--- config.mk ---
export PLATFORM = sky130hd
export DESIGN_NAME = int_ctrl
export DESIGN_NICKNAME = d
export VERILOG_FILES = /design/src/rtl/int_pkg.sv /design/src/rtl/int_edge_det.sv /design/src/rtl/int_ctrl.sv
export SDC_FILE = /design/constraint.sdc
export NUM_CORES = 1
export LEC_CHECK = 0
export BUFFER_PORTS_ARGS = -buffer_cell sky130_fd_sc_hd__buf_2
export CORE_MARGIN = 3
export CORE_UTILIZATION = 50
export CTS_CLUSTER_DIAMETER = 100
export DETAILED_ROUTE_END_ITERATION = 6
export MAX_ROUTING_LAYER = met4
export PLACE_DENSITY = 0.75
export SYNTH_ARGS = -nofsm -noshare
export SYNTH_HDL_FRONTEND = slang
export SYNTH_SLANG_ARGS = --single-unit
export TNS_END_PERCENT = 100
--- constraint.sdc ---
create_clock -name clk -period 1.5 [get_ports clk]
set_input_delay 0.45 -clock clk [delete_from_list [all_inputs] [get_ports clk]]
set_output_delay 0.45 -clock clk [all_outputs]
set_load 0.1 [all_outputs]
--- src/rtl/int_pkg.sv ---
// Shared types and constants for the interrupt controller and its testbench.
package int_pkg;

    localparam int NUM_SRC = 4;
    localparam int CAUSE_W = 2;
    localparam logic [15:0] HANDLER_PC = 16'h0005;

    typedef enum logic [1:0] {
        IDLE,
        REQ,
        WAIT_ACK,
        SERVICE
    } state_t;

    // Bit 0 is the highest priority, so the lowest set index wins.
    function automatic logic [CAUSE_W-1:0] lowest_index(input logic [NUM_SRC-1:0] vec);
        logic [CAUSE_W-1:0] idx;
        idx = '0;
        for (int i = NUM_SRC - 1; i >= 0; i--) begin
            if (vec[i]) begin
                idx = CAUSE_W'(i);
            end
        end
        return idx;
    endfunction

endpackage

--- src/rtl/int_edge_det.sv ---
// Rising-edge detector: one previous-value register per source, rise = cur & ~prev.
module int_edge_det #(
    parameter int WIDTH = 4
) (
    input  logic             clk,
    input  logic             rst,
    input  logic [WIDTH-1:0] cur,
    output logic [WIDTH-1:0] rise
);

    logic [WIDTH-1:0] prev;

    always_ff @(posedge clk or posedge rst) begin
        if (rst) begin
            prev <= '0;
        end else begin
            prev <= cur;
        end
    end

    assign rise = cur & ~prev;

endmodule

--- src/rtl/int_ctrl.sv ---
// Four-source prioritised interrupt controller with request/ack/return handshake to fetch.
// Optional runtime source mask is enabled by defining INT_MASK_EN.
module int_ctrl
    import int_pkg::*;
#(
    parameter int ACK_TIMEOUT = 4
) (
    input  logic               clk,
    input  logic               rst,
    input  logic [NUM_SRC-1:0] src_irq,
    input  logic               int_ack,
    input  logic               int_done,
`ifdef INT_MASK_EN
    input  logic               mask_wr,
    input  logic [NUM_SRC-1:0] mask_data,
`endif
    output logic               ipu_int,
    output logic [CAUSE_W-1:0] int_cause,
    output logic               int_active,
    output logic [NUM_SRC-1:0] pending
);

    // Timeout compares against a 3-bit counter, so ACK_TIMEOUT must lie in 1..8.
    localparam logic [2:0] ACK_LAST = 3'(ACK_TIMEOUT - 1);

    state_t             state;
    state_t             state_next;
    logic [CAUSE_W-1:0] cause_next;
    logic [2:0]         wait_cnt;
    logic [2:0]         wait_cnt_next;
    logic [NUM_SRC-1:0] rise;
    logic [NUM_SRC-1:0] mask;
    logic [NUM_SRC-1:0] clr;

    int_edge_det #(
        .WIDTH(NUM_SRC)
    ) u_edge_det (
        .clk  (clk),
        .rst  (rst),
        .cur  (src_irq),
        .rise (rise)
    );

`ifdef INT_MASK_EN
    always_ff @(posedge clk or posedge rst) begin
        if (rst) begin
            mask <= '1;
        end else if (mask_wr) begin
            mask <= mask_data;
        end
    end
`else
    assign mask = '1;
`endif

    // A new edge is OR-ed in after the clear, so a set coinciding with a return wins.
    always_ff @(posedge clk or posedge rst) begin
        if (rst) begin
            pending <= '0;
        end else begin
            pending <= (pending & ~clr) | rise;
        end
    end

    always_ff @(posedge clk or posedge rst) begin
        if (rst) begin
            state     <= IDLE;
            int_cause <= '0;
            wait_cnt  <= '0;
        end else begin
            state     <= state_next;
            int_cause <= cause_next;
            wait_cnt  <= wait_cnt_next;
        end
    end

    // IDLE always lasts at least one cycle, which spaces successive requests two cycles apart.
    always_comb begin
        state_next    = state;
        cause_next    = int_cause;
        wait_cnt_next = wait_cnt;
        clr           = '0;
        ipu_int       = 1'b0;
        int_active    = 1'b0;
        case (state)
            IDLE: begin
                if ((pending & mask) != '0) begin
                    state_next = REQ;
                    cause_next = lowest_index(pending & mask);
                end
            end
            REQ: begin
                ipu_int       = 1'b1;
                wait_cnt_next = '0;
                state_next    = WAIT_ACK;
            end
            WAIT_ACK: begin
                if (wait_cnt != 3'b111) begin
                    wait_cnt_next = wait_cnt + 3'd1;
                end
                if (int_ack) begin
                    state_next = SERVICE;
                end else if (wait_cnt >= ACK_LAST) begin
                    state_next = IDLE;
                end
            end
            SERVICE: begin
                int_active = 1'b1;
                if (int_done) begin
                    clr        = NUM_SRC'(1) << int_cause;
                    state_next = IDLE;
                end
            end
            default: begin
                state_next = IDLE;
            end
        endcase
    end

endmodule

# Word-level counts from Yosys, hierarchy flattened
# Cells that the tools add are included.
# word_totals
regBits	15
latchBits	0
ram_bits	0
mem_bits_ro	0
input_bits	8
wordCells	42
mem_count	0
# op_classes
n_addsub	1
multipliers	0
div	0
magnitude_cmp	1
n_eq_ne	8
n_shift	1
n_mux	15
n_bitwise	5
reduce_logical	6
# ops
cell	count
2-to-1 mux 2 bit	8
bitwise AND 4 bit	2
2-to-1 mux 4 bit	2
NOT 4 bit	2
one-hot mux 2 bit (4 select lines)	1
inequality test 2 bit, second input constant	3
inequality test 3 bit, second input constant	2
one-hot mux 3 bit (2 select lines)	1
== test 2 bit, second input constant	2
bitwise OR 4 bit	1
AND reduction 2 bit	2
nonzero test 4 bit	1
left shift 1 x 2 -> 4 bit, first input constant	1
adder 3 x 1 -> 3 bit, second input constant	1
>= comparator 3 x 2 -> 1 bit, second input constant	1
2-to-1 mux 3 bit	1
AND reduction 3 bit	1
== test 2 x 1 -> 1 bit, second input constant	1
logical NOT 2 bit	1
2-to-1 mux 1 bit	2
nonzero test 2 bit	1

# Longest topological paths before layout
# logic_depth
depth_word	6
depth_mapped	5

# By module
# A second synthesis with hierarchy kept.
# hier_totals
hier_cells	73
hier_area_um2	760.7
# by_module_without_submodules
mod	instances	cells_per_inst	area_per_inst_um2
int_ctrl	1	64	601.8
int_edge_det	1	9	158.9

# Worst setup path before layout
# Ideal clock, no wire load.
# synth_path
path_type	register to output
from	register state[0]
to	output port ipu_int
arrival_time_ps	1902
t_required_ps	1050
path_slack_ps	-852
path_stages_with_launch	3
path_buffers	1
path_cell_list	dfrtp_1 > buf_6 > nor2b_1
# synth_via
elab_chain_cells	2
# synth_rtl
item	line_no	source
from (decl)	int_ctrl.sv:26	state_t state;
from (signal assigned)	int_ctrl.sv:71	state <= state_next;
== test 2 x 1 -> 1 bit	int_ctrl.sv:85	case (state)
2-to-1 mux 1 bit	int_ctrl.sv:85	
to (decl)	int_ctrl.sv:17	output logic ipu_int,
# No other way between the ends.

# Worst setup path in the final report
# layout_path
from	register state[1]
to	output port int_active
# layout_via
elab_chain_cells	2
# layout_rtl
item	line_no	source
== test 2 bit	int_ctrl.sv:85	
2-to-1 mux 1 bit	int_ctrl.sv:85	
to (decl)	int_ctrl.sv:19	output logic int_active,
# No other way between the ends.

==> results.sh <==
export IMPL_period_needed_ns=1.53
export IMPL_synth_warnings=0
export IMPL_cp_arrival_ns=1.08
export IMPL_stdcell_area_um2=958
export IMPL_cts_hold_buf=0
export IMPL_synth_edff_count=0
export IMPL_cpLargestDelayFamily="flip-flops"
export IMPL_drv_slew=0
export IMPL_use_met1_pct=22.4
export IMPL_die_h_um=43.6
export IMPL_path_max_fanout=3
export IMPL_io_pins=16
export IMPL_criticalPathCategory="flop to primary output"
export IMPL_synth_avg_cell_area_um2=10.5
export IMPL_area_growth_synth_to_final_pct=35.8
export IMPL_rr_worst_depth=5
export IMPL_dpl_cell_area_um2=923
export IMPL_insertion_delay_ns=0.28
export IMPL_std_cell_rows=12
export IMPL_syn_num_nets=78
export IMPL_timing_rr_start="wait_cnt[0]"
export IMPL_drive_gt1_share_pct=33.3
export IMPL_max_slew_margin_pct=63.5
export IMPL_diodes=0
export IMPL_ys_seq_area_share_pct=53.2
export IMPL_met2_usage_pct=21.8
export IMPL_cts_tree="done"
export IMPL_critPathMaxStageDelay_ns=0.43
export IMPL_grt_pass1_wl_um=2200
export IMPL_routed_wirelength_um=1360
export IMPL_setup_viol=1
export IMPL_cts_sinks=15
export IMPL_syn_area_um2=706
export IMPL_grt_busiest_layer="met1"
export IMPL_h_tree_depth=1
export IMPL_grt_max_degree=16
export IMPL_fp_coreArea_mm2=0.00122
export IMPL_violations="setup timing"
export IMPL_dieArea_mm2=0.00190
export IMPL_clk_pin_slew_ns=0.09
export IMPL_skew_ns=0.0100
export IMPL_ant_nets=0
export IMPL_ys_flop_type="dfrtp_1"
export IMPL_critPathSlowestCell="dfrtp_1"
export IMPL_fmax_ghz=0.653
export IMPL_worst_slack_ns=-0.0324
export IMPL_synth_common_cells="dfrtp_1 (15), inv_1 (8), o21ai_1 (6)"
export IMPL_post_route_util_pct=78.8
export IMPL_yosysUniqueCellTypes=22
export IMPL_crit_start="state[1]"
export IMPL_synth_top_area_share_pct=53.2
export IMPL_grt_pass1_vias=517
export IMPL_grt_overflow_total=0
export IMPL_grt_usage_pct=15.7
export IMPL_outcome="finished, violations left"
export IMPL_critPathCaptureType="primary output"
export IMPL_rsz0062_at_grt="true"
export IMPL_synth_top_area_cell="dfrtp_1"
export IMPL_hpwl_um=1020
export IMPL_start_util_pct=58.0
export IMPL_cp_num_cells=2
export IMPL_clock_path_buffers=2
export IMPL_hp_class="primary input to async pin"
export IMPL_numCtsBuffers=3
export IMPL_drc=0
export IMPL_path_buf_inv=1
export IMPL_grt_met3_usage_pct=2.49
export IMPL_routabilityCongestion=0.779
export IMPL_fin_nets=99
export IMPL_finalCritPeriodShare_pct=102
export IMPL_place_port_buffers=15
export IMPL_via_per_inst=5.50
export IMPL_crit_path_cell_trace="and2_4 -> buf_12"
export IMPL_fillers=81
export IMPL_timing_critical_path_from_type="flop"
export IMPL_cts_root_buffer="clkbuf_4"
export IMPL_wl_per_cell_um=13.5
export IMPL_cp_required_ns=1.05
export IMPL_cap_violations=0
export IMPL_tightest_slew_ns=0.547
export IMPL_synth_cells=67
export IMPL_die_x_um=43.6
export IMPL_drt_pass1_iterations=4
export IMPL_ys_seq_elements=15
export IMPL_num_vias=556
export IMPL_synth_async_reset_ratio_pct=100
export IMPL_synthTopCellsByArea="dfrtp_1 (53%), ha_1 (5.3%), o21ai_1 (4.3%)"
export IMPL_drt_iter0_drc=15
export IMPL_antenna_found_initial=0
export IMPL_hold_viol=0
export IMPL_yosysMostFrequentCell="dfrtp_1"
==> layout make-up <==
class                      instances  area, um2  area share [%]
sequential                        15        379            39.6
multi-input combinational         42        288            30.0
timing repair buffer              18        218            22.7
inverter                           8       30.0            3.13
clock buffer                       4       26.3            2.74
tap                               14       17.5            1.83
==> flip-flops by register name, indices dropped and copies added, names as in the netlist <==
signal	flops
wait_cnt	3
pending	4
u_edge_det.prev	4
state	2
int_cause	2
==> stage by stage <==
step	setup slack, ns	hold slack (ns)	std cells	setup TNS, ns
after floorplan	-0.0156	0.351	67	-0.0156
after global placement	0.137	0.394	96	0
after detailed placement	0.0844	0.402	96	0
after CTS	-0.00880	0.216	100	-0.00880
after global routing	-0.0476	0.232	101	-0.0721
final	-0.0324	0.194	101	-0.0324
==> worst reg2reg max path, delay by kind of cell (launching register included) <==
family | cells | cell delay, ns
AOI/OAI and AO/OA | 2 | 0.43
DFF | 1 | 0.43
adders and majority gates | 2 | 0.42
and+or+nand+nor | 1 | 0.07
==> what timing repair did <==
action | in CTS | in global routing
hold endpoints to repair | 0 | 0
endpoints found under the setup margin | 1 | 2
buffers inserted | 0 | 1
resized for setup | 1 | 0
pin swaps | 1 | 0
==> final timing paths <==
path	endpoint	slack (ns)
min in group clk	u_edge_det.prev[3]	0.28
hold reg to reg	pending[1]	0.41
setup / recovery	int_active	-0.03
hold / removal	u_edge_det.prev[3]	0.19
max in group asynchronous	pending[0]	0.90
setup reg to reg	state[1]	0.07
==> routing by layer <==
metal | wire (um) | part of all wire [%]
met1 | 648 | 48
met2 | 651 | 48
met3 | 54 | 4.0
met4 | 7 | 0.51
met5 | 0 | 0
==> cell families (layout without fill, tap and decap cells) <==
family / count (synthesis) / after routing / share of synthesized area (%)
AOI/OAI and AO/OA: 23 / 23 / 20.7
and+or+nand+nor: 16 / 16 / 13.3
DFF: 15 / 15 / 53.2
buffers and inverters: 10 / 30 / 7.45
adders and majority gates: 3 / 3 / 5.32
==> placed cells by master, fill, tap and decap left out, types with 6 or more instances in the layout <==
cell,Yosys,final
buf_12,0,8
inv_1,8,8
buf_2,0,7
dfrtp_1,15,12
o21ai_1,6,6
Power is left out: the tool's default activity adds up to more than one toggle a clock period on the data nets, which glitch-free logic cannot reach.
